===== src/rtl/queue_pkg.sv =====
// +----------------------------------------------------------------------+
// | queue_pkg -- shared sizing helpers for queue_fifo. Rev 1.0            |
// +----------------------------------------------------------------------+
`default_nettype none

package queue_pkg;

  function automatic int clog2(input int value);
    int r;
    for (r = 0; (1 << r) < value; r++) begin
    end
    return r;
  endfunction

  localparam int DEF_DEPTH = 16;
  localparam int PW        = clog2(DEF_DEPTH);
  localparam int CW        = clog2(DEF_DEPTH + 1);

endpackage

`default_nettype wire


===== src/rtl/queue_ptr.sv =====
// +----------------------------------------------------------------------+
// | queue_ptr -- wrap-around pointer register for queue_fifo. Rev 1.0     |
// +----------------------------------------------------------------------+
`default_nettype none

module queue_ptr
  import queue_pkg::*;
#(
  parameter int DEPTH = 16
) (
  input  logic                      clock,
  input  logic                      reset,
  input  logic                      clear,
  input  logic                      inc,
  output logic [clog2(DEPTH)-1:0]   ptr
);

  localparam int P = clog2(DEPTH);
  localparam logic [P-1:0] C_LAST = P'(DEPTH - 1);

  logic [P-1:0] ptr_q;
  logic [P-1:0] ptr_d;

  // Explicit compare so non-power-of-two depths wrap correctly.
  always_comb begin
    ptr_d = ptr_q;
    if (inc) begin
      ptr_d = (ptr_q == C_LAST) ? '0 : ptr_q + P'(1);
    end
  end

  always_ff @(posedge clock) begin
    if (!reset) begin
      ptr_q <= '0;
    end else if (clear) begin
      ptr_q <= '0;
    end else begin
      ptr_q <= ptr_d;
    end
  end

  assign ptr = ptr_q;

endmodule

`default_nettype wire


===== src/rtl/queue_fifo.sv =====
// +----------------------------------------------------------------------+
// | queue_fifo -- show-ahead synchronous FIFO with valid/ready. Rev 1.0   |
// +----------------------------------------------------------------------+
`default_nettype none

module queue_fifo
  import queue_pkg::*;
#(
  parameter int               WIDTH    = 8,
  parameter int               DEPTH    = 16,
  parameter logic [WIDTH-1:0] INIT     = '0,
  parameter int               AF_LEVEL = DEPTH - 2
) (
  input  logic                         clock,
  input  logic                         reset,
  input  logic                         clear,
  input  logic [WIDTH-1:0]             in_data,
  input  logic                         in_valid,
  output logic                         in_ready,
  output logic [WIDTH-1:0]             out_data,
  output logic                         out_valid,
  input  logic                         out_ready,
  output logic [clog2(DEPTH+1)-1:0]    count,
  output logic                         almost_full,
  output logic                         overflow
);

  localparam int P = clog2(DEPTH);
  localparam int C = clog2(DEPTH + 1);

  logic [WIDTH-1:0] mem_q [DEPTH];
  logic [P-1:0]     wp_q;
  logic [P-1:0]     rp_q;
  logic [C-1:0]     count_q;
  logic [C-1:0]     count_d;
  logic             overflow_q;
  logic             overflow_d;
  logic             push;
  logic             pop;

  assign in_ready    = (count_q != C'(DEPTH));
  assign out_valid   = (count_q != '0);
  assign push        = in_valid & in_ready;
  assign pop         = out_valid & out_ready;
  assign out_data    = mem_q[rp_q];
  assign count       = count_q;
  assign almost_full = (count_q >= C'(AF_LEVEL));
  assign overflow    = overflow_q;

  queue_ptr #(.DEPTH(DEPTH)) u_wp (
    .clock (clock),
    .reset (reset),
    .clear (clear),
    .inc   (push),
    .ptr   (wp_q)
  );

  queue_ptr #(.DEPTH(DEPTH)) u_rp (
    .clock (clock),
    .reset (reset),
    .clear (clear),
    .inc   (pop),
    .ptr   (rp_q)
  );

  always_comb begin
    count_d    = count_q;
    overflow_d = overflow_q | (in_valid & ~in_ready);
    if (push && !pop) begin
      count_d = count_q + C'(1);
    end else if (pop && !push) begin
      count_d = count_q - C'(1);
    end
  end

  always_ff @(posedge clock) begin
    if (!reset) begin
      count_q    <= '0;
      overflow_q <= 1'b0;
    end else if (clear) begin
      count_q    <= '0;
      overflow_q <= 1'b0;
    end else begin
      count_q    <= count_d;
      overflow_q <= overflow_d;
    end
  end

  // Clear leaves storage untouched; only reset reloads INIT.
  always_ff @(posedge clock) begin
    if (!reset) begin
      for (int i = 0; i < DEPTH; i++) begin
        mem_q[i] <= INIT;
      end
    end else if (!clear && push) begin
      mem_q[wp_q] <= in_data;
    end
  end

endmodule

`default_nettype wire


===== config.mk =====
export PLATFORM = sky130hd
export DESIGN_NAME = queue_fifo
export DESIGN_NICKNAME = d
export VERILOG_FILES = /design/src/rtl/queue_pkg.sv /design/src/rtl/queue_ptr.sv /design/src/rtl/queue_fifo.sv
export SDC_FILE = /design/constraint.sdc
export NUM_CORES = 1
export LEC_CHECK = 0
export ABC_AREA = 1
export BUFFER_PORTS_ARGS = -buffer_cell sky130_fd_sc_hd__buf_2
export CAP_MARGIN = 20
export CORE_ASPECT_RATIO = 0.8
export CORE_MARGIN = 2
export CORE_UTILIZATION = 35
export DETAILED_ROUTE_END_ITERATION = 10
export PLACE_DENSITY = 0.57
export SLEW_MARGIN = 15
export SYNTH_ARGS = -nofsm -noshare
export SYNTH_HDL_FRONTEND = slang
export SYNTH_SLANG_ARGS = --single-unit

===== constraint.sdc =====
create_clock -name clock -period 2.16 [get_ports clock]
set_input_delay 0.432 -clock clock [delete_from_list [all_inputs] [get_ports clock]]
set_output_delay 0.432 -clock clock [all_outputs]
set_load 0.1 [all_outputs]

After elaboration in Yosys (flattened, before gate mapping)
Memory sizes are Yosys's and may differ from the RTL's. A register that Yosys moved wholly into a read port is not among the register bits.
Cells that the tools add are included.
- RAM bits: 128
- output and inout port bits: 17
- logic and storage cells: 42
- flip-flop bits (word level): 14
- bits in read-only memories: 0
- memories: 1
- bits in latches: 0
- shifts and indexed selects: 0
- multiplexer cells: 13
- reduce and logical (&&, ||, !) cells: 10
- divide/modulo/power cells: 0
- add/subtract/negate cells: 4
- magnitude comparators: 1
- multiply operators: 0
- equal/unequal tests: 3
- bitwise logic cells: 6
- memory list (name ; depth ; width ; rd ports ; clocked after memory_dff ; wr ports ; line ; RTL):
    mem_q ; 16 ; 8 ; 1 ; 1 ; 16 ; queue_fifo.sv:31 ; logic [WIDTH-1:0] mem_q [DEPTH];
- operators with widths (kind ; number):
    4-bit 2-to-1 mux ; 5
    5-bit 2-to-1 mux ; 2
    4-bit by 1-bit adder with 4-bit output (second input constant) ; 2
    4-bit equality test (second input constant) ; 2
    8-bit 2-to-1 mux ; 1
    8-bit OR reduction ; 1
    5-bit by 1-bit adder with 5-bit output (second input constant) ; 1
    5-bit by 4-bit greater-or-equal comparator with 1-bit output (second input constant) ; 1
    1-bit 2-to-1 mux ; 5
    5-bit inequality test (second input constant) ; 1
    5-bit nonzero test ; 1
    5-bit by 1-bit subtractor with 5-bit output (second input constant) ; 1
    1-bit AND ; 3
    1-bit logical AND ; 3
    1-bit logical NOT ; 3
    1-bit NOT ; 2
    2-bit nonzero test ; 1
    2-bit OR reduction ; 1
    1-bit OR ; 1

Longest topological paths before layout
Gate-level depths: netlist (run 1).
- word-level depth: 8
- mapped depth: 13
- depth with buffers taken out: 13

Cells and area by module
Synthesis (run 1) repeated with hierarchy kept, for this count alone.
- cell total of the unflattened synthesis: 846
- area, all modules: 7190.6 um^2
- modules (own cells, without submodules) (module ; cells each ; area an instance (um^2) ; seq. area each (um^2) ; times used):
    queue_fifo ; 792 ; 6807.8 ; 3963.8 ; 1
    queue_ptr ; 27 ; 191.4 ; 80.1 ; 2

Worst setup path before layout (run 1)
No wires, ideal clock.
- path kind: reg-to-reg
- start: register count_q[0] (netlist: count[0])
- end: register count_q[3] (netlist: count[3])
- library setup time: 0.115 ns
- arrival: 3.510 ns
- cell stages (with the launch flop): 13
- required time: 2.045 ns
- path slack: -1.466 ns
- period minus slack after synthesis: 3.626 ns
- path buffers: 0
- cells stage by stage: dfxtp_1 > nor2_1 > nand3_1 > nand2_1 > ha_1 > inv_1 > ha_1 > nand3_1 > nand3_1 > nand2_1 > nand2_1 > o21ai_0 > inv_1
- word-level cells in the longest chain between the ends: 5
- elaborated cells between the ends (all ways): 13
- ends and longest elaborated chain (element ; line ; RTL):
    start, declared ; queue_fifo.sv:34 ; logic [C-1:0] count_q;
    start signal, assigned ; queue_fifo.sv:84 ; count_q <= count_d;
    5-bit nonzero test (*) ; queue_fifo.sv:42 ; assign out_valid = (count_q != '0);
    named net out_valid ; queue_fifo.sv:21 ; output logic out_valid,
    1-bit AND (*) ; queue_fifo.sv:44 ; assign pop = out_valid & out_ready;
    1-bit logical NOT ; queue_fifo.sv:69 ; if (push && !pop) begin
    1-bit logical AND ; queue_fifo.sv:69 ;
    5-bit 2-to-1 mux or 2-bit nonzero test (tied branches) ; n/a ;
The timed path passes the listed nets; every way through them passes the cells marked *. The select of a mux whose other input is x is not followed.
A chain may end at the register's enable or synchronous reset.

==> flow_summary_export.csv, run 1 <==
group,metric,value,unit
layout,drive_gt1_share,23.2,%
yosys,yosysWarnings,0,
layout,finish.utilization,45.1,%
power,combPwrFrac,23.1,%
outcome,violations,"setup timing",
global_routing,grtUsageTotal,19.3,%
worst_setup_path,r2r-start,"u_wp.ptr[0]",
yosys,synthDistinctLibCells,27,
floorplanning,dieHeight,132,µm
floorplanning,dieArea,0.0217,mm²
clock_network,tritoncts,"yes",
power,p_per_area,894,mW/mm²
clock_network,path_clk_slew,0.06,ns
timing,finalSetupViolations,8,
layout,antenna_cells,0,
route,drtPass1Iterations,5,
timing,slew_headroom,60.9,%
clock_network,clock-sinks,146,
yosys,syn_area,0.00717,mm²
timing,hold_viol,0,
route,via_per_inst,4.98,
yosys,synth_top_area_share,53.6,%
placed_design,port_buffers,29,
global_routing,antenna_found_initial,0,
yosys,synthTopCellsByArea,"edfxtp_1, nand2_1, nor2_1",
global_routing,gr-total-overflow,0,
timing,period_share,106,%
floorplanning,die_w,164,µm
floorplanning,design.core.area,0.0200,mm²
power,vdd_drop_max,0.511,mV
power,p_int,5.54,mW
yosys,synth_area_leader_cell,"edfxtp_1",
clock_network,htree_levels,4,
worst_setup_path,timing.rr.end,"mem_q[8][5]",
timing,tightest_slew,0.587,ns
worst_setup_path,worst-setup-path-type,"flip-flop to output port",
power,p_leak,3.79,nW
floorplanning,pin_count,30,
worst_setup_path,rr_worst_depth,4,
route,drt-total-wl,20700,µm
route,wl_per_cell,18.6,µm
worst_setup_path,critPathRequiredTime,1.73,ns
yosys,synthCells,793,
placed_design,place_congestion,0.833,
floorplanning,std_cell_rows,46,
power,power_frac_seq,40.6,%
global_routing,grt_max_degree,40,
worst_setup_path,critical_path_arrival,1.85,ns
worst_setup_path,start_kind,"flip-flop",
layout,stdcell_count,1114,
power,power_frac_clock,36.3,%
layout,synthToLayoutAreaGrowth,25.6,%
power,switching_share,31.2,%
hold_path,hold_start,"clear",
yosys,ys_seq_area_share,58.6,%
yosys,synth_ff_type,"edfxtp_1",
route,drt_iter0_drc,771,
run,drv_cap,0,
timing,max_freq,438,MHz
placed_design,dpl.hpwl,12100,µm
global_routing,grt_pass1_vias,5408,
clock_network,cts_root_buf,"clkbuf_16",
yosys,yosysMostFrequentCell,"nand2_1",
yosys,synthTopCellsByCount,"nand2_1, nor2_1, edfxtp_1, nand3_1, inv_1",
clock_network,cts_buffers,17,
timing,finClkSkew,0.00685,ns
clock_network,cts_max_path_buffers,2,
clock_network,insertion_delay,0.43,ns
worst_setup_path,end_kind,"output port",
global_routing,grt_pass1_wl,30600,µm
worst_setup_path,crit_fanout,8,
route,detail-route-antenna-nets,0,
yosys,syn_area_per_cell,9.05,µm²
layout,fin_nets,861,
timing,drv_slew,0,
timing,min_period,2.28,ns
worst_setup_path,crit_path_end,"out_data[2]",
route,vias,5544,
outcome,status,"finished with violations",
placed_design,dp.cells,1073,
timing,rsz0062_at_grt,"true",
yosys,ys_ff_latch,146,
yosys,synth_edf_count,128,
worst_setup_path,rrSetupSlack,0.12,ns
yosys,syn_nets,816,
route,drcViolationCount,0,
timing,hold_slack,0.320,ns
power,p_switching,2.51,mW
timing,final.setup.worst_slack,-0.123,ns
power,finalPower,8.05,mW
hold_path,min_path_type,"primary input to flip-flop",
yosys,synthArstFlopShare,0,%
floorplanning,start_util,35.9,%
==> per-stage QoR <==
| step | worst slack [ns] | TNS (ns) | area, µm² |
|---|---|---|---|
| 2_1_floorplan | -0.0927 | -0.213 | 7270 |
| 3_3_place_gp | 0.0875 | 0 | 7930 |
| 3_5_place_dp | 0.124 | 0 | 7930 |
| 4_1_cts | -0.108 | -0.762 | 8740 |
| 5_1_grt | -0.196 | -1.38 | 9010 |
| 6_report | -0.123 | -0.835 | 9010 |
==> per-layer routing <==
| layer | wire (µm) | global-route usage (%) | part of all wire (%) |
|---|---|---|---|
| met1 | 9110 | 27.7 | 44 |
| met2 | 8980 | 28.1 | 43 |
| met5 | 0 | 0 | 0 |
| met4 | 284 | 4.92 | 1.4 |
| met3 | 2310 | 6.39 | 11 |
==> cell families (layout without fill, tap and decap cells) <==
kind of cell | count (synthesis) | count (layout) | share of synthesized area, %
buffers and inverters | 106 | 163 | 6.05
adder cells (fa/ha/maj) | 10 | 10 | 1.85
XOR/XNOR | 4 | 4 | 0.488
flip-flops | 146 | 146 | 58.6
AND/OR/NAND/NOR | 503 | 503 | 31.3
AO/OA/AOI/OAI | 24 | 24 | 1.71
==> cell type report <==
type	count	area [µm²]
multi-input combinational	541	2840
clock inverter	12	141
clock buffer	19	433
inverter	68	274
tap	264	330
timing repair buffer	64	761
sequential	146	4230
fill	1889	11000
==> worst min-delay path by stage <==
stage                        to  slack (ns)  cells after the start
detailed placement     overflow        0.44                      2
floorplan             flip-flop        0.47                      2
finish              u_wp.ptr[0]        0.32                      4
global placement       overflow        0.44                      2
CTS                 u_wp.ptr[0]        0.30                      4
global route        u_wp.ptr[0]        0.35                      4
==> sequential cells by signal, summed over array words and instances, names as in the netlist, named ones only <==
name	cells
mem_q	128
count	5
u_rp.ptr	4
u_wp.ptr	4
overflow	1
==> layout by cell type, fill, tap and decap left out, types with 4 or more instances in the layout <==
cell type	n
nand2_1	221
nor2_1	140
edfxtp_1	128
inv_1	58
nand3_1	43
nand3_2	36
clkbuf_16	21
buf_2	21
buf_4	20
nand2_2	16
buf_12	14
nor2_2	13
nand3_4	12
dfxtp_1	11
o21ai_0	9
a21oi_1	8
nor3_1	8
ha_1	7
dfxtp_4	6
nand2_4	5
o21ai_1	5
clkinvlp_4	5
inv_2	4
clkinv_1	4
nand4_1	4
xor2_1	4
buf_16	4
==> worst max-delay path: stages, from the launching register on <==
cell	delay, ns
dfxtp_4	0.43
buf_12	0.16
clkbuf_16	0.17
nand2_1	0.06
nand2_1	0.08
nand2_2	0.07
nand3_1	0.10
nand3_2	0.07
nand2_2	0.09
buf_12	0.17
==> power by group through the flow <==
stage / sequential (mW) / combinational (mW) / clock [mW]
2_1_floorplan: 3.44 / 1.07 / 0
3_3_place_gp: 3.32 / 1.65 / 0
3_5_place_dp: 3.32 / 1.65 / 0
4_1_cts: 3.27 / 1.76 / 2.93
5_1_grt: 3.29 / 1.99 / 3.07
6_report: 3.27 / 1.86 / 2.92
==> repair_timing <==
| action | in CTS | in global routing |
|---|---|---|
| gates resized for setup | 34 | 38 |
| cloned | 4 | 4 |
| pin swaps | 5 | 13 |
| buffers inserted | 1 | 1 |
| hold buffers | 0 | 0 |
| endpoints found under the setup margin | 8 | 8 |
(Power assumes the default switching activity.)
==> run 2: changes to the inputs <==
--- a/config.mk
+++ b/config.mk
@@ -10,9 +10,11 @@
 export CAP_MARGIN = 20
 export CORE_ASPECT_RATIO = 0.8
 export CORE_MARGIN = 2
-export CORE_UTILIZATION = 35
+export CORE_UTILIZATION = 50
 export DETAILED_ROUTE_END_ITERATION = 10
-export PLACE_DENSITY = 0.57
+export MAX_ROUTING_LAYER = met4
+export PLACE_DENSITY = 0.74
+export SETUP_SLACK_MARGIN = 0.5
 export SLEW_MARGIN = 15
 export SYNTH_ARGS = -nofsm -noshare
 export SYNTH_HDL_FRONTEND = slang
==> run 2 against run 1 <==
Compared with the run above:
- the flow still finishes with violations (setup timing)
- non-clock buffer count grew 64
- cell area grew 19%
- clock skew about the same
- utilization is 31 points higher
- total power increased by 12%
- clock-buffer cell count decreased by 2
- routed wire length is 14% higher
- register-to-register slack improved by 0.15 ns
- combinational power up 29%
- sequential share of layout area fell by 7.6 points
- critical endpoint is now out_data[4]
==> flow_summary_export.csv, run 2 (synthesis gave the netlist of run 1 again) <==
group,metric,value,unit
timing,rsz0062_at_grt,"true",
route,drt-total-wl,23600,µm
clock_network,insertion_delay,0.44,ns
timing,max_freq,429,MHz
worst_setup_path,start_kind,"flip-flop",
power,vdd_drop_max,1.29,mV
layout,postLayoutCellArea,0.0107,mm²
floorplanning,dieArea,0.0153,mm²
worst_setup_path,rr_worst_depth,12,
layout,drive_gt1_share,41.2,%
placed_design,dpl-instance-area,0.00804,mm²
placed_design,dpl.hpwl,11600,µm
timing,slew_headroom,41.1,%
route,via_per_inst,5.75,
hold_path,hold_start,"out_ready",
hold_path,min_path_type,"primary input to flip-flop",
worst_setup_path,critPathRequiredTime,1.73,ns
run,drv_cap,0,
layout,finish.utilization,75.9,%
worst_setup_path,timing.rr.end,"count[4]",
route,wl_per_cell,21.4,µm
timing,hold_slack,0.356,ns
layout,largest_reg_flops,128,
hold_path,hold_path_depth,3,
timing,period_share,108,%
worst_setup_path,crit_fanout,23,
floorplanning,design.core.area,0.0142,mm²
floorplanning,std_cell_rows,39,
worst_setup_path,path_cells,"inv_8 -> buf_16 -> o21ai_0 -> nand3_1 -> nand3_2 -> nand2_4 -> buf_12",
timing,min_period,2.33,ns
floorplanning,pin_count,30,
global_routing,grtUsageTotal,29.1,%
global_routing,grt_pass1_vias,5784,
layout,fin_nets,926,
clock_network,cts_buffers,17,
clock_network,clock-sinks,146,
worst_setup_path,end_kind,"output port",
route,vias,6321,
layout,final_common_cell,"nand2_1",
power,p_per_area,839,mW/mm²
timing,tightest_slew,0.883,ns
clock_network,tritoncts,"yes",
placed_design,port_buffers,29,
outcome,violations,"setup timing",
clock_network,hold_buffers,0,
worst_setup_path,r2r-start,"count[0]",
clock_network,htree_levels,4,
route,detail-route-antenna-nets,0,
clock_network,cts_root_buf,"clkbuf_16",
route,drtPass1Iterations,6,
power,finalPower,9.01,mW
global_routing,antenna_found_initial,0,
worst_setup_path,crit_slowest_cell,"dfxtp_4",
route,drt_iter0_drc,762,
placed_design,pre_cts_ws,0.263,ns
timing,hold_viol,0,
worst_setup_path,critical_path_arrival,1.90,ns
outcome,status,"finished with violations",
placed_design,place_congestion,0.881,
floorplanning,dieHeight,111,µm
route,drcViolationCount,0,
global_routing,grt_pass1_wl,31900,µm
floorplanning,die_w,138,µm
timing,finClkSkew,0.00640,ns
worst_setup_path,rrSetupSlack,0.27,ns
layout,stdcell_count,1100,
layout,antenna_cells,0,
layout,synthToLayoutAreaGrowth,49.8,%
clock_network,cts_max_path_buffers,2,
global_routing,grt_max_degree,26,
floorplanning,start_util,50.7,%
global_routing,gr-total-overflow,0,
layout,regMostFlops,"mem_q",
timing,drv_slew,0,
power,p_leak,4.26,nW
worst_setup_path,max_stage_delay,0.44,ns
worst_setup_path,worst-setup-path-type,"flip-flop to output port",
layout,final_cell_mix,"nand2_1, edfxtp_1, nor2_4",
timing,final.setup.worst_slack,-0.170,ns
clock_network,path_clk_slew,0.07,ns
timing,finalSetupViolations,8,
hold_path,min_to,"u_rp.ptr[3]",
placed_design,dp.cells,992,
timing,fin_tns_setup,-0.980,ns
-- run 2: timing repair --
action,4_1_cts,5_1_grt
cloned,6,1
endpoints found under the setup margin,116,131
gates resized for setup,88,222
pin swaps,23,81
setup buffers,18,51
-- run 2: critical path, delay by kind of cell (launching register included) --
family	cells	cell delay [ns]
flops	1	0.44
buf+inv	3	0.41
simple gates	3	0.38
compound gates	1	0.21
-- run 2: final cells by class --
type	instances	area, µm²
sequential	146	4230
multi-input combinational	542	3800
fill	832	3410
timing repair buffer	128	1550
clock buffer	17	425
inverter	68	287
tap	184	230
clock inverter	15	229
-- run 2: routing by layer --
layer  vias up  global-route usage, %  part of all wire, %
met5         -                      -                    0
met4         0                   9.59                  2.9
met3        74                   7.54                   11
li1       2814                      -                    -
met1      3007                   39.5                   38
met2       426                   42.6                   48
-- run 2: power breakdown --
part / internal, mW / total [mW] / switching [mW] / leakage [nW]
Sequential: 3.19 / 3.28 / 0.0888 / 1.47
Clock: 2.06 / 3.34 / 1.27 / 0.309
Combinational: 0.889 / 2.40 / 1.51 / 2.48
-- run 2: worst max-delay path by stage --
| stage | end | startpoint | cells past startpoint | slack (ns) |
|---|---|---|---|---|
| 6_report | out_data[4] | flip-flop | 7 | -0.17 |
| 5_1_grt | out_data[4] | flip-flop | 7 | -0.23 |
| 4_1_cts | out_data[1] | flip-flop | 7 | -0.04 |
| 3_5_place_dp | out_data[6] | flip-flop | 9 | 0.26 |
| 3_3_place_gp | out_data[6] | flip-flop | 9 | 0.29 |
| 2_1_floorplan | count[3] | count[2] | 13 | -0.09 |
